File: src/rtl/zorro2_autoconfig.sv
// zorro2_autoconfig: Zorro II AutoConfig responder and board window decode for the IDE board
module zorro2_autoconfig #(
  parameter logic [15:0] MANUF_ID = 16'h07DB,
  parameter logic [7:0]  PROD_ID  = 8'h05,
  parameter logic [31:0] SERIAL   = 32'h00000001,
  parameter logic [15:0] DIAG_VEC = 16'h0000,
  parameter logic [7:0]  ER_TYPE  = 8'hD1
) (
  input  logic        CLK,
  input  logic        RESET,
  input  logic [23:1] ADDR,
  input  logic [3:0]  DIN,
  input  logic        AS_n,
  input  logic        UDS_n,
  input  logic        LDS_n,
  input  logic        RW,
  input  logic        CFGIN_n,
  output logic        CFGOUT_n,
  output logic [3:0]  DOUT,
  output logic        DOE,
  output logic        ide_access,
  output logic        ide_enable,
  output logic        configured
);
  typedef enum logic [1:0] {UNCONFIG, CONFIGURED, SHUTUP} state_t;
  state_t state, state_n;
  logic [7:0] base, base_n, rom_byte, rom_val;
  logic [3:0] base_lo, base_lo_n;
  logic [4:0] rsel;
  logic [5:0] off;
  logic wr_done, wr_done_n, cfg_hit, commit;
  logic unused;
  assign unused = &{1'b0, LDS_n, ADDR[14:7]};
  assign rsel = ADDR[6:2];
  assign off = ADDR[6:1];
  assign cfg_hit = state == UNCONFIG && !CFGIN_n && !AS_n && ADDR[23:16] == 8'hE8;
  assign commit = cfg_hit && !RW && !UDS_n && !wr_done;
  always_comb begin
    rom_byte = 8'h00;
    case (rsel)
      5'd0:  rom_byte = ER_TYPE;
      5'd1:  rom_byte = PROD_ID;
      5'd4:  rom_byte = MANUF_ID[15:8];
      5'd5:  rom_byte = MANUF_ID[7:0];
      5'd6:  rom_byte = SERIAL[31:24];
      5'd7:  rom_byte = SERIAL[23:16];
      5'd8:  rom_byte = SERIAL[15:8];
      5'd9:  rom_byte = SERIAL[7:0];
      5'd10: rom_byte = DIAG_VEC[15:8];
      5'd11: rom_byte = DIAG_VEC[7:0];
      default: rom_byte = 8'h00;
    endcase
  end
  // Only er_type reads true; the rest of the first 16 registers read inverted, the upper 16 read zero
  assign rom_val = rsel == 5'd0 ? rom_byte : !rsel[4] ? ~rom_byte : 8'h00;
  assign DOE = cfg_hit && RW && !UDS_n;
  assign DOUT = !DOE ? 4'h0 : ADDR[1] ? rom_val[3:0] : rom_val[7:4];
  assign configured = state == CONFIGURED;
  assign CFGOUT_n = state == UNCONFIG;
  assign ide_access = configured && !AS_n && ADDR[23:16] == base;
  assign ide_enable = ide_access && ADDR[15];
  // wr_done limits each bus cycle to one commit however long the strobes are held
  always_comb begin
    state_n = state;
    base_n = base;
    base_lo_n = base_lo;
    wr_done_n = wr_done && !AS_n;
    if (commit) begin
      wr_done_n = 1'b1;
      base_lo_n = off == 6'h25 ? DIN : base_lo;
      base_n = off == 6'h24 ? {DIN, base_lo} : base;
      state_n = off == 6'h24 ? CONFIGURED : off == 6'h26 ? SHUTUP : state;
    end
  end
  always_ff @(posedge CLK) begin
    if (RESET) begin
      state <= UNCONFIG;
      base <= 8'h00;
      base_lo <= 4'h0;
      wr_done <= 1'b0;
    end else begin
      state <= state_n;
      base <= base_n;
      base_lo <= base_lo_n;
      wr_done <= wr_done_n;
    end
  end
endmodule

File: config.mk
export PLATFORM = sky130hd
export DESIGN_NAME = zorro2_autoconfig
export DESIGN_NICKNAME = d
export VERILOG_FILES = /design/src/rtl/zorro2_autoconfig.sv
export SDC_FILE = /design/constraint.sdc
export NUM_CORES = 1
export LEC_CHECK = 0
export ABC_AREA = 1
export CORE_MARGIN = 5
export CORE_UTILIZATION = 47
export CTS_BUF_LIST = sky130_fd_sc_hd__clkbuf_8
export DETAILED_ROUTE_END_ITERATION = 10
export GPL_ROUTABILITY_DRIVEN = 0
export PLACE_DENSITY = 0.86
export SETUP_SLACK_MARGIN = 0.2
export SLEW_MARGIN = 20
export SYNTH_ARGS = -nofsm -noshare
export SYNTH_HDL_FRONTEND = slang
export SYNTH_SLANG_ARGS = --single-unit
File: constraint.sdc
create_clock -name CLK -period 2.3 [get_ports CLK]
set_clock_uncertainty 0.15 [all_clocks]
set_input_delay 0.46 -clock CLK [delete_from_list [all_inputs] [get_ports CLK]]
set_output_delay 0.46 -clock CLK [all_outputs]
set_load 0.02 [all_outputs]
# == Word level (Yosys, flattened, before mapping) ==
# Memories as Yosys holds them, arrays and structs flattened.
# Index checks and enable logic that the tools add are counted.
# classes
n_eq_ne,6
mux,8
n_bitwise,1
n_reduce_logical,23
# op_table
op,n
2-to-1 mux 8 bit,3
== test 6 bit (second input constant),3
logical AND 1 bit,12
== test 8 bit,1
== test 8 bit (second input constant),1
2-to-1 mux 4 bit,2
inverter 8 bit,1
AND reduction 2 bit,3
zero test 1 bit,5
zero test 5 bit,1
2-to-1 mux 2 bit,2
== test 2 x 1 -> 1 bit (second input constant),1
zero test 2 bit,1
nonzero test 2 bit,1
2-to-1 mux 1 bit,1
# word_totals
regBits,15
rom_bits,112
input_bits,34
output_inout_bits,9
wordCells,43
n_memories,1
# memory_table
name,depth,word_bits,read_ports,rd_clocked_by_memory_dff,write_ports,line,source
(name not given),16,7,1,0,0,40,case (rsel)

# == Depth between registers and ports, before layout ==
# depth
word_depth,8
mapped_depth,9
mapped_depth_nobuf,9

# == Least setup slack after synthesis ==
# Ideal clock, no wire load.
# synth_timing
path_type,input-to-output
startpoint,input port CFGIN_n
endpoint,output port DOUT[0]
t_arrival_ps,1490
t_required_ps,1690
setup_slack_ps,200
cell_stages,8
n_path_buf,0
cell_sequence,nor2_1 nand2_2 nor2_4 and2_1 nand2_1 inv_2 nand2_1 nor2_1
# synth_between
elab_chain_cells,7
# synth_rtl
element,line,source
"start, declared",17,"input logic CFGIN_n,"
zero test 1 bit,36,assign cfg_hit = state == UNCONFIG && !CFGIN_n && !AS_n && ADDR[23:16] == 8'hE8;
logical AND 1 bit (3 in a row),36,
logical AND 1 bit (2 in a row),56,assign DOE = cfg_hit && RW && !UDS_n;
via DOE,20,"output logic DOE,"
2-to-1 mux 4 bit,57,assign DOUT = !DOE ? 4'h0 : ADDR[1] ? rom_val[3:0] : rom_val[7:4];
"end, declared",19,"output logic [3:0] DOUT,"
# The timed path passes the listed nets, and every way through them passes these cells.

# == Worst setup path in the final report ==
# layout_timing
startpoint,input port ADDR[5] (netlist bit)
endpoint,output port DOUT[2]
# layout_between
elab_chain_cells,7
word_cells_on_any_way,8
classes_between,5 x mux; 1 x bitwise; 1 x reduce/logical; 1 x memory
# layout_rtl
element,line,source
"start, declared",11,"input logic [23:1] ADDR,"
memory (16 x 7 bit),n/a,
2-to-1 mux 8 bit,40,
inverter 8 bit,55,assign rom_val = rsel == 5'd0 ? rom_byte : !rsel[4] ? ~rom_byte : 8'h00;
2-to-1 mux 8 bit,55,
2-to-1 mux 8 bit *,55,
2-to-1 mux 4 bit * (2 in a row),57,
# Every way passes the cells marked *; elsewhere a longest branch is shown, timed or not.

==> flow_summary.ini <==
[run_status]
outcome = finished clean

[placement]
place_ws_ns = -0.639
dpl.hpwl_um = 2360
place_inst = 258
portBuffers = 33

[sta]
slew_violations = 0
setup_viol = 0
hold_ws_ns = 0.340
tightestPinTransition_ns = 0.366
finalHoldViolCount = 0
tns_ns = 0
rsz0062_at_grt = yes
min_period_ns = 2.12
max_freq_mhz = 473
maxSlewHeadroom_pct = 75.5
setup_ws_ns = 0.185
period_share_pct = 92.0

[route]
first_iter_violations = 63
drc = 0
avgRoutedWirePerCell_um = 12.4
vias = 1377
drt_wl_total_um = 3350
firstDrtPassIters = 4
detail-route-antenna-nets = 0
routed_via_density = 5.08

[job]
drv_cap = 0

[pwr]
power_switching_share_pct = 26.2
intPower_w = 0.000447
power_frac_clock_pct = 35.3
p_leak_nw = 0.908
p_per_area_nw_per_um2 = 350
combPwrFrac_pct = 21.9
switchingPower_w = 0.000159
power_w = 0.000606
vdd_drop_max_mv = 0.284
pwr-share-seq_pct = 42.8

[final_layout]
final_nets = 278
stdcell_count = 271
drive_above_1_share_pct = 31.3
antenna_cells = 0
fillers = 160
syn2layout_area_growth_pct = 59.9

[die]
placementRows = 17
initial_core_util_pct = 49.0
fp.dieH_um = 58.0
core_um2 = 2210
die_w_um = 58.0
die_area_um2 = 3370
ios = 43

[cts]
clockRootBuffer = clkbuf_8
postCtsHoldBufs = 0
cts.sinks = 15
clock_latency_ns = 0.25
cts_buffers = 3
tritoncts = built
clkTransAtPathRegs_ns = 0.06
cts_buffer_depth = 2
h-tree-depth = 1

[grt]
overflow = 0
grt_max_degree = 14
grt_usage_pct = 20.1
antenna_found_initial = 0
grt_pass1_vias = 1300
grt_pass1_wl_um = 5400

[worst_setup_path]
startpoint_type = primary input
critPathKind = primary input to output pin
worstPathArrival_ns = 1.51
worstPathMaxFanout = 3
worstSetupEndpointType = output pin
required_ns = 1.69

[synth]
synth_fa_ha_area_share_pct = 0
yosys_register_bits = 15
synth_top_family_by_area = simple AND/OR/NAND/NOR gates
netlist_instances = 182
yosysTopAreaCellShare_pct = 27.7
yosysSeqAreaShare_pct = 27.7
synth.area.mux_share_pct = 0
synth_nets = 216
synthTopCellsByArea = dfxtp_1, nor2_1, nand2_1, inv_1, nand4_1
yosysUniqueCellTypes = 26
synth_area_leader_cell = dfxtp_1
synth_simple_gate_area_share_pct = 51.8
yosysWarnings = 0
syn-mean-instance-area_um2 = 5.95
synth_edf_count = 0
synth-main-ff-cell = dfxtp_1
synthXorXnorAreaFrac_pct = 0.808
async_reset_ff_share_pct = 0
synth_area_um2 = 1080
synth_compound_area_share_pct = 6.35

[min_path]
hp-class = register to register
[path summary, 6_finish.rpt]
path | startpoint | end | slack (ns) | depth (start not counted)
max reg2reg | state[0] | base[1] | 0.71 | 10
max | ADDR[5] | DOUT[2] | 0.18 | 8
min reg2reg | base_lo[0] | base_lo[0] | 0.34 | 2
min | base_lo[0] | base_lo[0] | 0.34 | 2
[critical path, stage by stage]
cell and delay [ns]:
dlygate4sd2_1 0.27, nor2_2 0.13, inv_1 0.08, nand2_1 0.09, nand2_1 0.07, a31oi_1 0.21, nor2_2 0.06, buf_6 0.13
[layout make-up]
cell class / count / area (µm²) / share of cell area [%]
Clock buffer: 3 / 41.3 / 2.38
Clock inverter: 1 / 5.00 / 0.289
Inverter: 34 / 128 / 7.36
Multi-Input combinational cell: 130 / 722 / 41.7
Sequential cell: 15 / 302 / 17.4
Tap cell: 28 / 35.0 / 2.02
Timing Repair Buffer: 60 / 500 / 28.9
[synth_stat cells, types with 2 or more instances]
| master | instances |
|---|---|
| nor2_1 | 47 |
| nand2_1 | 38 |
| inv_1 | 32 |
| dfxtp_1 | 15 |
| nand4_1 | 12 |
| o21ai_0 | 6 |
| nor2_2 | 5 |
| nand3_1 | 3 |
| nor3_1 | 3 |
| o22ai_1 | 3 |
| inv_2 | 2 |
| nor2_4 | 2 |
[cell families (layout without fill, tap and decap cells)]
| family | after synthesis | after routing |
|---|---|---|
| buffers and inverters | 37 | 98 |
| XOR/XNOR | 1 | 1 |
| AND/OR/NAND/NOR | 117 | 117 |
| AO/OA/AOI/OAI | 12 | 12 |
| flip-flops | 15 | 15 |
[per-stage QoR]
| step | util (%) | cell area (µm²) |
|---|---|---|
| floorplan | - | 1080 |
| global placement | 70.9 | 1570 |
| detailed placement | 70.9 | 1570 |
| CTS | 74.4 | 1650 |
| global route | 78.3 | 1730 |
| finish | 78.3 | 1730 |
[power by group through the flow]
stage / registers [W] / clock network, W / logic [W]
5_1_grt: 0.000259 / 0.000233 / 0.000143
2_1_floorplan: 0.000266 / 0 / 0.0000469
3_3_place_gp: 0.000266 / 0 / 0.000118
3_5_place_dp: 0.000266 / 0 / 0.000122
6_report: 0.000260 / 0.000214 / 0.000133
4_1_cts: 0.000260 / 0.000214 / 0.000124
[state kept, by name, summed over array words and instances (netlist names)]
signal / cells
base: 8
base_lo: 4
state: 2
wr_done: 1
[layer usage]
layer	up-vias	routed length, µm	track usage [%]
li1	688	-	-
met1	617	1330	21.3
met2	58	1730	38.5
met3	14	176	2.90
met4	0	112	8.94
met5	-	0	0
[repair_timing]
action | in CTS | in global routing
setup endpoints to repair | 7 | 19
pin swaps | 15 | 13
gates cloned | 0 | 1
setup buffers | 7 | 1
resized for setup | 81 | 22
[layout by cell type (no fill, tap or decap)]
| cell type | Yosys | final |
|---|---|---|
| nand3_2 | 1 | 2 |
| buf_6 | 0 | 6 |
| clkdlybuf4s15_1 | 0 | 2 |
| nand2_2 | 1 | 2 |
| nand3_1 | 3 | 2 |
| inv_1 | 32 | 30 |
| nor2_8 | 1 | 1 |
| o22ai_1 | 3 | 3 |
| dfxtp_2 | 0 | 1 |
| dlymetal6s2s_1 | 0 | 2 |
| xnor2_2 | 0 | 1 |
| nand2_1 | 38 | 35 |
| a31oi_1 | 1 | 1 |
| a21oi_1 | 1 | 1 |
| nor2_2 | 5 | 7 |
| o21ai_0 | 6 | 4 |
| nor3_2 | 0 | 3 |
| nor2_4 | 2 | 5 |
| buf_2 | 1 | 6 |
| nand3_4 | 1 | 1 |
| nand2_4 | 0 | 2 |
| o311ai_2 | 0 | 1 |
| and2_4 | 0 | 1 |
| nor3_4 | 1 | 1 |
| clkbuf_2 | 0 | 1 |
| clkbuf_8 | 0 | 3 |
| nor2_1 | 47 | 42 |
| clkinv_2 | 0 | 1 |
| nand4_1 | 12 | 12 |
| o21ai_1 | 0 | 2 |
| dfxtp_1 | 15 | 14 |
| inv_2 | 2 | 4 |
| buf_4 | 1 | 27 |
| clkdlybuf4s50_1 | 0 | 8 |
| dlygate4sd2_1 | 0 | 8 |
| nand3b_1 | 1 | 1 |
Note: power is estimated with default switching activity, not from simulation.
